File: src/rtl/pong_match_ctrl.sv
// Pong match sequencer: serve countdown, rally stepping, miss detection, scoring and pause.
// Every output is registered; an input event shows its effect one cycle later.
module pong_match_ctrl #(
   parameter int WIN_SCORE   = 7,
   parameter int SERVE_DELAY = 60,
   parameter int PADDLE_LEN  = 16,
   parameter int MIN_H       = 0,
   parameter int MAX_H       = 320
) (
   input  logic       clock,
   input  logic       reset,
   input  logic       frame_tick,
   input  logic       start,
   input  logic       pause,
   input  logic [8:0] ball_h,
   input  logic [8:0] ball_y,
   input  logic [8:0] player1_paddle,
   input  logic [8:0] player2_paddle,
   output logic       ball_reset,
   output logic       ball_step,
   output logic       serve_side,
   output logic [3:0] score1,
   output logic [3:0] score2,
   output logic       point_pulse,
   output logic [1:0] winner,
   output logic [2:0] state
);

   typedef enum logic [2:0] {
      IDLE      = 3'd0,
      SERVE     = 3'd1,
      PLAY      = 3'd2,
      POINT     = 3'd3,
      PAUSED    = 3'd4,
      GAME_OVER = 3'd5
   } state_t;

   state_t     st;
   logic [7:0] serve_cnt;
   logic       scorer;          // 0: player 1 scored, 1: player 2 scored

   // Paddle spans at 10 bits so a paddle near the bottom never wraps.
   logic [9:0] y10, p1_lo, p1_hi, p2_lo, p2_hi;
   logic       miss1, miss2;

   assign y10   = {1'b0, ball_y};
   assign p1_lo = {1'b0, player1_paddle};
   assign p2_lo = {1'b0, player2_paddle};
   assign p1_hi = p1_lo + 10'(PADDLE_LEN) - 10'd1;
   assign p2_hi = p2_lo + 10'(PADDLE_LEN) - 10'd1;
   assign miss1 = (ball_h == 9'(MIN_H)) && ((y10 < p1_lo) || (y10 > p1_hi));
   assign miss2 = (ball_h == 9'(MAX_H)) && ((y10 < p2_lo) || (y10 > p2_hi));

   assign state = st;

   always_ff @(posedge clock) begin
      if (reset) begin
         st          <= IDLE;
         score1      <= 4'd0;
         score2      <= 4'd0;
         winner      <= 2'b00;
         serve_side  <= 1'b0;
         ball_step   <= 1'b0;
         point_pulse <= 1'b0;
         ball_reset  <= 1'b1;
         serve_cnt   <= 8'd0;
         scorer      <= 1'b0;
      end else begin
         ball_reset  <= 1'b0;
         ball_step   <= 1'b0;
         point_pulse <= 1'b0;
         case (st)
            IDLE, GAME_OVER: begin
               if (start) begin
                  score1     <= 4'd0;
                  score2     <= 4'd0;
                  winner     <= 2'b00;
                  serve_side <= 1'b0;
                  ball_reset <= 1'b1;
                  serve_cnt  <= 8'(SERVE_DELAY);
                  st         <= SERVE;
               end
            end
            SERVE: begin
               if (frame_tick) begin
                  if (serve_cnt <= 8'd1) begin
                     serve_cnt <= 8'd0;
                     st        <= PLAY;
                  end else begin
                     serve_cnt <= serve_cnt - 8'd1;
                  end
               end
            end
            PLAY: begin
               // Pause outranks a coincident frame tick.
               if (pause) begin
                  st <= PAUSED;
               end else if (frame_tick) begin
                  if (miss1) begin
                     scorer      <= 1'b1;
                     serve_side  <= 1'b0;
                     point_pulse <= 1'b1;
                     if (score2 < 4'(WIN_SCORE)) score2 <= score2 + 4'd1;
                     st          <= POINT;
                  end else if (miss2) begin
                     scorer      <= 1'b0;
                     serve_side  <= 1'b1;
                     point_pulse <= 1'b1;
                     if (score1 < 4'(WIN_SCORE)) score1 <= score1 + 4'd1;
                     st          <= POINT;
                  end else begin
                     ball_step <= 1'b1;
                  end
               end
            end
            POINT: begin
               if ((scorer ? score2 : score1) == 4'(WIN_SCORE)) begin
                  winner <= scorer ? 2'b10 : 2'b01;
                  st     <= GAME_OVER;
               end else begin
                  ball_reset <= 1'b1;
                  serve_cnt  <= 8'(SERVE_DELAY);
                  st         <= SERVE;
               end
            end
            PAUSED: begin
               if (pause) st <= PLAY;
            end
            default: st <= IDLE;
         endcase
      end
   end

endmodule

File: config.mk
export PLATFORM = sky130hd
export DESIGN_NAME = pong_match_ctrl
export DESIGN_NICKNAME = d
export VERILOG_FILES = /design/src/rtl/pong_match_ctrl.sv
export SDC_FILE = /design/constraint.sdc
export NUM_CORES = 1
export LEC_CHECK = 0
export BUFFER_PORTS_ARGS = -buffer_cell sky130_fd_sc_hd__buf_4
export CORE_ASPECT_RATIO = 1.5
export CORE_MARGIN = 5
export CORE_UTILIZATION = 50
export DETAILED_ROUTE_END_ITERATION = 8
export PLACE_DENSITY_LB_ADDON = 0.08
export SLEW_MARGIN = 20
export SYNTH_ARGS = -nofsm -noshare
export SYNTH_HDL_FRONTEND = slang
export SYNTH_SLANG_ARGS = --single-unit
File: constraint.sdc
create_clock -name clock -period 6.55 [get_ports clock]
set_clock_uncertainty 0.1 [all_clocks]
set_input_delay 0.655 -clock clock [delete_from_list [all_inputs] [get_ports clock]]
set_output_delay 0.655 -clock clock [all_outputs]
set_load 0.02 [all_outputs]
### Yosys cells after proc, flatten, opt, wreduce, memory -nomap -nowiden

Cells that the tools add are included.

| operators by class | value |
|---|---|
| $add $sub $neg | 7 |
| magnitude comparators | 7 |
| equality and inequality tests | 23 |
| mux-type cells | 46 |
| bitwise gates (word level) | 3 |
| reductions and logical operators | 20 |

Operators by type and width:

| operator | count |
|---|---|
| 4-bit two-way mux | 11 |
| 8-bit two-way mux | 4 |
| 3-bit two-way mux | 9 |
| 2-bit != test (second input constant) | 13 |
| 8-bit case mux with 3 select lines | 1 |
| 9-bit by 5-bit adder with 10-bit output (second input constant) | 2 |
| 9-bit by 10-bit greater-than comparator with 1-bit output | 2 |
| 10-bit by 1-bit subtractor with 10-bit output (second input constant) | 2 |
| 9-bit < comparator | 2 |
| 4-bit case mux with 2 select lines | 2 |
| 3-bit case mux with 5 select lines | 1 |
| 1-bit two-way mux | 12 |
| 6-bit AND reduction | 2 |
| 9-bit equality test (second input constant) | 1 |
| 9-bit logical NOT | 1 |
| 4-bit by 1-bit adder with 4-bit output (second input constant) | 2 |
| 8-bit by 1-bit <= comparator with 1-bit output (second input constant) | 1 |
| 4-bit by 3-bit < comparator with 1-bit output (second input constant) | 2 |
| 4-bit AND reduction | 2 |
| 8-bit by 1-bit subtractor with 8-bit output (second input constant) | 1 |
| 7-bit AND reduction | 1 |
| 3-bit by 2-bit equality test with 1-bit output (second input constant) | 2 |
| 3-bit equality test (second input constant) | 2 |
| 2-bit two-way mux | 3 |
| 17 further kinds | 25 |

| word-level totals | value |
|---|---|
| bits in registers | 26 |
| bits of input ports | 41 |
| output and inout bits | 17 |
| word-level logic and storage cells | 116 |

### Depth between registers and ports, before layout

| logic depth | value |
|---|---|
| word-level depth | 10 |
| mapped depth | 13 |
| gate-level depth less buffers | 13 |

### Worst setup path after synthesis

OpenSTA, ideal clock, no wires.

| path | value |
|---|---|
| path type | in2reg |
| start | input player1_paddle[0] |
| end | register score2[0] |
| setup time | 0.130 ns |
| arrival time | 2.798 ns |
| data required time | 6.320 ns |
| path slack | 3.522 ns |
| stages | 13 |
| buffers on the path | 0 |
| cell sequence | inv_1 -> ha_1 -> and3_1 -> nor3_1 -> xnor2_1 -> ha_1 -> o21a_1 -> o21ai_0 -> a221oi_2 -> o211ai_2 -> a211o_4 -> nand3_1 -> o31ai_2 |

| between the ends | value |
|---|---|
| longest elaborated chain between the ends | 7 |

Ends and longest elaborated chain:

| what | RTL line | RTL |
|---|---|---|
| start: declaration | 17 | `input logic [8:0] player1_paddle,` |
| 9-bit by 5-bit adder with 10-bit output | 49 | `assign p1_hi = p1_lo + 10'(PADDLE_LEN) - 10'd1;` |
| 10-bit by 1-bit subtractor with 10-bit output | 49 |  |
| 9-bit by 10-bit greater-than comparator with 1-bit output | 51 | `assign miss1 = (ball_h == 9'(MIN_H)) && ((y10 < p1_lo) \|\| (y10 > p1_hi));` |
| 1-bit logical OR (*) | 51 |  |
| 1-bit logical AND (*) | 51 |  |
| 2-bit != test (no source line) (*) | -- |  |
| 6-bit AND reduction (no source line) (*) | -- |  |
| end signal: assignment | 103 | `if (score2 < 4'(WIN_SCORE)) score2 <= score2 + 4'd1;` |
| end: declaration | 23 | `output logic [3:0] score2,` |

Mark *: on every way between the ends. The rest lies on a longest branch, timed or not.
A chain may end at the register's enable or synchronous reset.

### Final worst setup path

Same ends and word-level chain as after synthesis.

==> impl_metrics.csv <==
group,metric,value,unit
clocking,post_cts_buffers,0,
floorplan,die_h,97.6,um
finish,n_antenna_cell,0,
clocking,cts.sinks,26,
finish,nets,453,
setup_path,cp_top_family,"compound AO/OA/AOI/OAI gates",
place,dp_hpwl,5330,um
finish,postLayoutCoreUtil,61.3,%
detailed_routing,drc,0,
sta,setup_ws,3.49,ns
clocking,cts_made_buffers,3,
setup_path,crit_slowest_cell,"a211o_4",
sta,post-route-period-util,46.7,%
worst_hold_path,hold_class,"reg -> reg",
detailed_routing,wl_per_cell,14.1,um
setup_path,critPathKind,"in -> reg",
clocking,cts_tree,"done",
sta,fin_crit,3.06,ns
logic_synthesis,ys_seq_area_share,20.4,%
place,gp_congestion,0.851,
floorplan,die_width,68.4,um
detailed_routing,drtIter0Drc,167,
finish,final_common_cell,"buf_4",
logic_synthesis,synth_flop_cell,"dfxtp_1",
clocking,h-tree-depth,1,
grt,track_usage,19.3,%
logic_synthesis,synth_area_leader_cell,"ha_1",
power_and_ir_drop,leakage,1.39,nW
finish,num-fill-cells,505,
floorplan,core,5040,um^2
status,status,"finished clean",
place,place_area,3040,um^2
finish,most-common-layout-cells,"buf_4 (57), ha_1 (42), inv_1 (29), nor2_1 (27), dfxtp_1 (26)",
logic_synthesis,synthCells,315,
setup_path,arrival,3.12,ns
logic_synthesis,synth_area,2550,um^2
floorplan,die_area,6670,um^2
finish,register_area,520,um^2
detailed_routing,ant_nets,0,
logic_synthesis,synth_top_area_share,20.6,%
grt,grt_max_degree,23,
setup_path,crit_path_start_kind,"input pin",
logic_synthesis,synth_edf_count,0,
power_and_ir_drop,peakVddDrop,0.0769,mV
finish,final_cell_area,3090,um^2
logic_synthesis,synthesis.nets,398,
grt,antenna_found_initial,0,
sta,rsz0062_at_grt,"false",
setup_path,cp-end-kind,"flop",
detailed_routing,drt_pass1_iterations,4,
detailed_routing,wl,6170,um
sta,setup_viol,0,
setup_path,crit_fanout,6,
clocking,clk_pin_slew,0.09,ns
clocking,cts-resized-gates,0,
setup_path,crit_top_cell,"ha_1",
logic_synthesis,synth_area_leaders,"ha_1 (21%), dfxtp_1 (20%), xnor2_1 (5.1%), inv_1 (4.3%), nor2_1 (4.0%)",
setup_path,crit_chain,"buf_4 > inv_1 > ha_1 > and3_1 > nor3_1 > xnor2_1 > ha_1 > o21a_1 > o21ai_0 > a221oi_2 > o211ai_2 > a211o_4 > nand3_1 > o31ai_2",
place,dpl_worst_slack,3.19,ns
floorplan,start_util,50.6,%
detailed_routing,vias,2454,
sta,tns,0,ns
floorplan,io_pins,58,
clocking,clkLatencyLatePin,0.27,ns
place,io_buffer_count,57,
sta,hold_viol,0,
flow_run,maxCapViolations,0,
setup_path,required,6.61,ns
clocking,cts.hold.buffers_added,0,
logic_synthesis,synth-async-reset-ratio,0,%
floorplan,num_rows,32,
logic_synthesis,avgSynthCellArea,8.11,um^2
finish,drive_gt1_share,21.7,%
sta,drv_slew,0,
sta,slew_headroom,60.9,%
setup_path,crit_buf_inv,2,
detailed_routing,avgViaCountPerCell,5.62,
logic_synthesis,synth.ff_latch_count,26,
grt,overflow,0,
grt,grt_pass1_wl,10200,um
setup_path,cpPeakStageDelay,0.42,ns
finish,area_delta_synth_final,21.1,%
grt,grt_pass1_vias,2375,
logic_synthesis,yosysWarnings,0,
finish,multiInputGateArea,1890,um^2
sta,worstMarginPinSlew,0.586,ns
power_and_ir_drop,p_per_area,148,nW/um^2
logic_synthesis,ys_types,56,
sta,clock.fmax,0.327,GHz
clocking,cts_root_buffer,"clkbuf_8",
clocking,ctsLongestPathBuffers,2,
## flip-flops by register name, summed over array words and instances, names as in the netlist
signal and count:
winner 2, serve_side 1, ball_step 1, point_pulse 1, serve_cnt 8, scorer 1, score2 4, ball_reset 1
state 3, score1 4
## logic make-up after synthesis
| kind of cell | Yosys count | synth area share [%] |
|---|---|---|
| flops | 26 | 20.4 |
| compound gates | 78 | 23.4 |
| simple gates | 112 | 23.2 |
| mux | 3 | 1.18 |
| xor+xnor | 17 | 5.83 |
| buf+inv | 37 | 5.53 |
| fa+ha+maj | 42 | 20.6 |
## per-layer routing
layer  GRT usage (%)  up-vias  wire length (um)
li1                -     1259                 -
met1            20.9     1140              2370
met2            37.7       50              3540
met3           0.926        5               184
met4            5.51        0                74
met5               0        -                 0
## worst paths after layout
check                          from  depth (start not counted)            to  slack, ns
setup / recovery  player1_paddle[0]                         14     score2[0]       3.49
hold / removal            winner[0]                          2     winner[0]       0.35
setup reg to reg           state[0]                          5  serve_cnt[5]       4.08
hold reg to reg           winner[0]                          2     winner[0]       0.35
## metrics by stage
stage                     cells  power [mW]  hold WS [ns]
after global routing        437       0.492         0.389
after global placement      433       0.355         0.342
after detailed placement    433       0.358         0.345
final                       437       0.458         0.352
after CTS                   437       0.461         0.356
after floorplan             315       0.302         0.368
## cell usage after synthesis (3+ instances only)
library cell and n:
a21oi_1 20, o21ai_0 8, clkbuf_1 5, o21a_1 4, and3_1 3, nand2b_1 8
dfxtp_1 26, xnor2_1 15, nor3_1 16, a31oi_1 5, nand3_1 8, a211oi_1 7
o211ai_1 3, nand4_1 12, nand2_1 18, nor4_1 4, mux2i_1 3, ha_1 42
nor2_1 27, a21o_1 3, nor2b_1 4, inv_1 29
## power breakdown
group / leakage, nW / total, mW / internal [mW] / switching (mW)
clock network: 0.0288 / 0.104 / 0.0538 / 0.0498
registers: 0.212 / 0.181 / 0.168 / 0.0133
logic: 1.15 / 0.173 / 0.0786 / 0.0947
total: 1.39 / 0.458 / 0.300 / 0.158
## layout make-up
class                   count  area share [%]
clock buffers               4            1.78
inverters                  30            3.64
multi-input cells         252            61.2
flip-flops and latches     26            16.8
well taps                  68            2.75
repair buffers             57            13.8
## tightest hold or removal path, delay by kind of cell, from the launching register on
family | cells | cell delay (ns)
flops | 1 | 0.32
compound gates | 1 | 0.05
simple gates | 1 | 0.05
No activity file was read; power rests on OpenSTA's default activity.
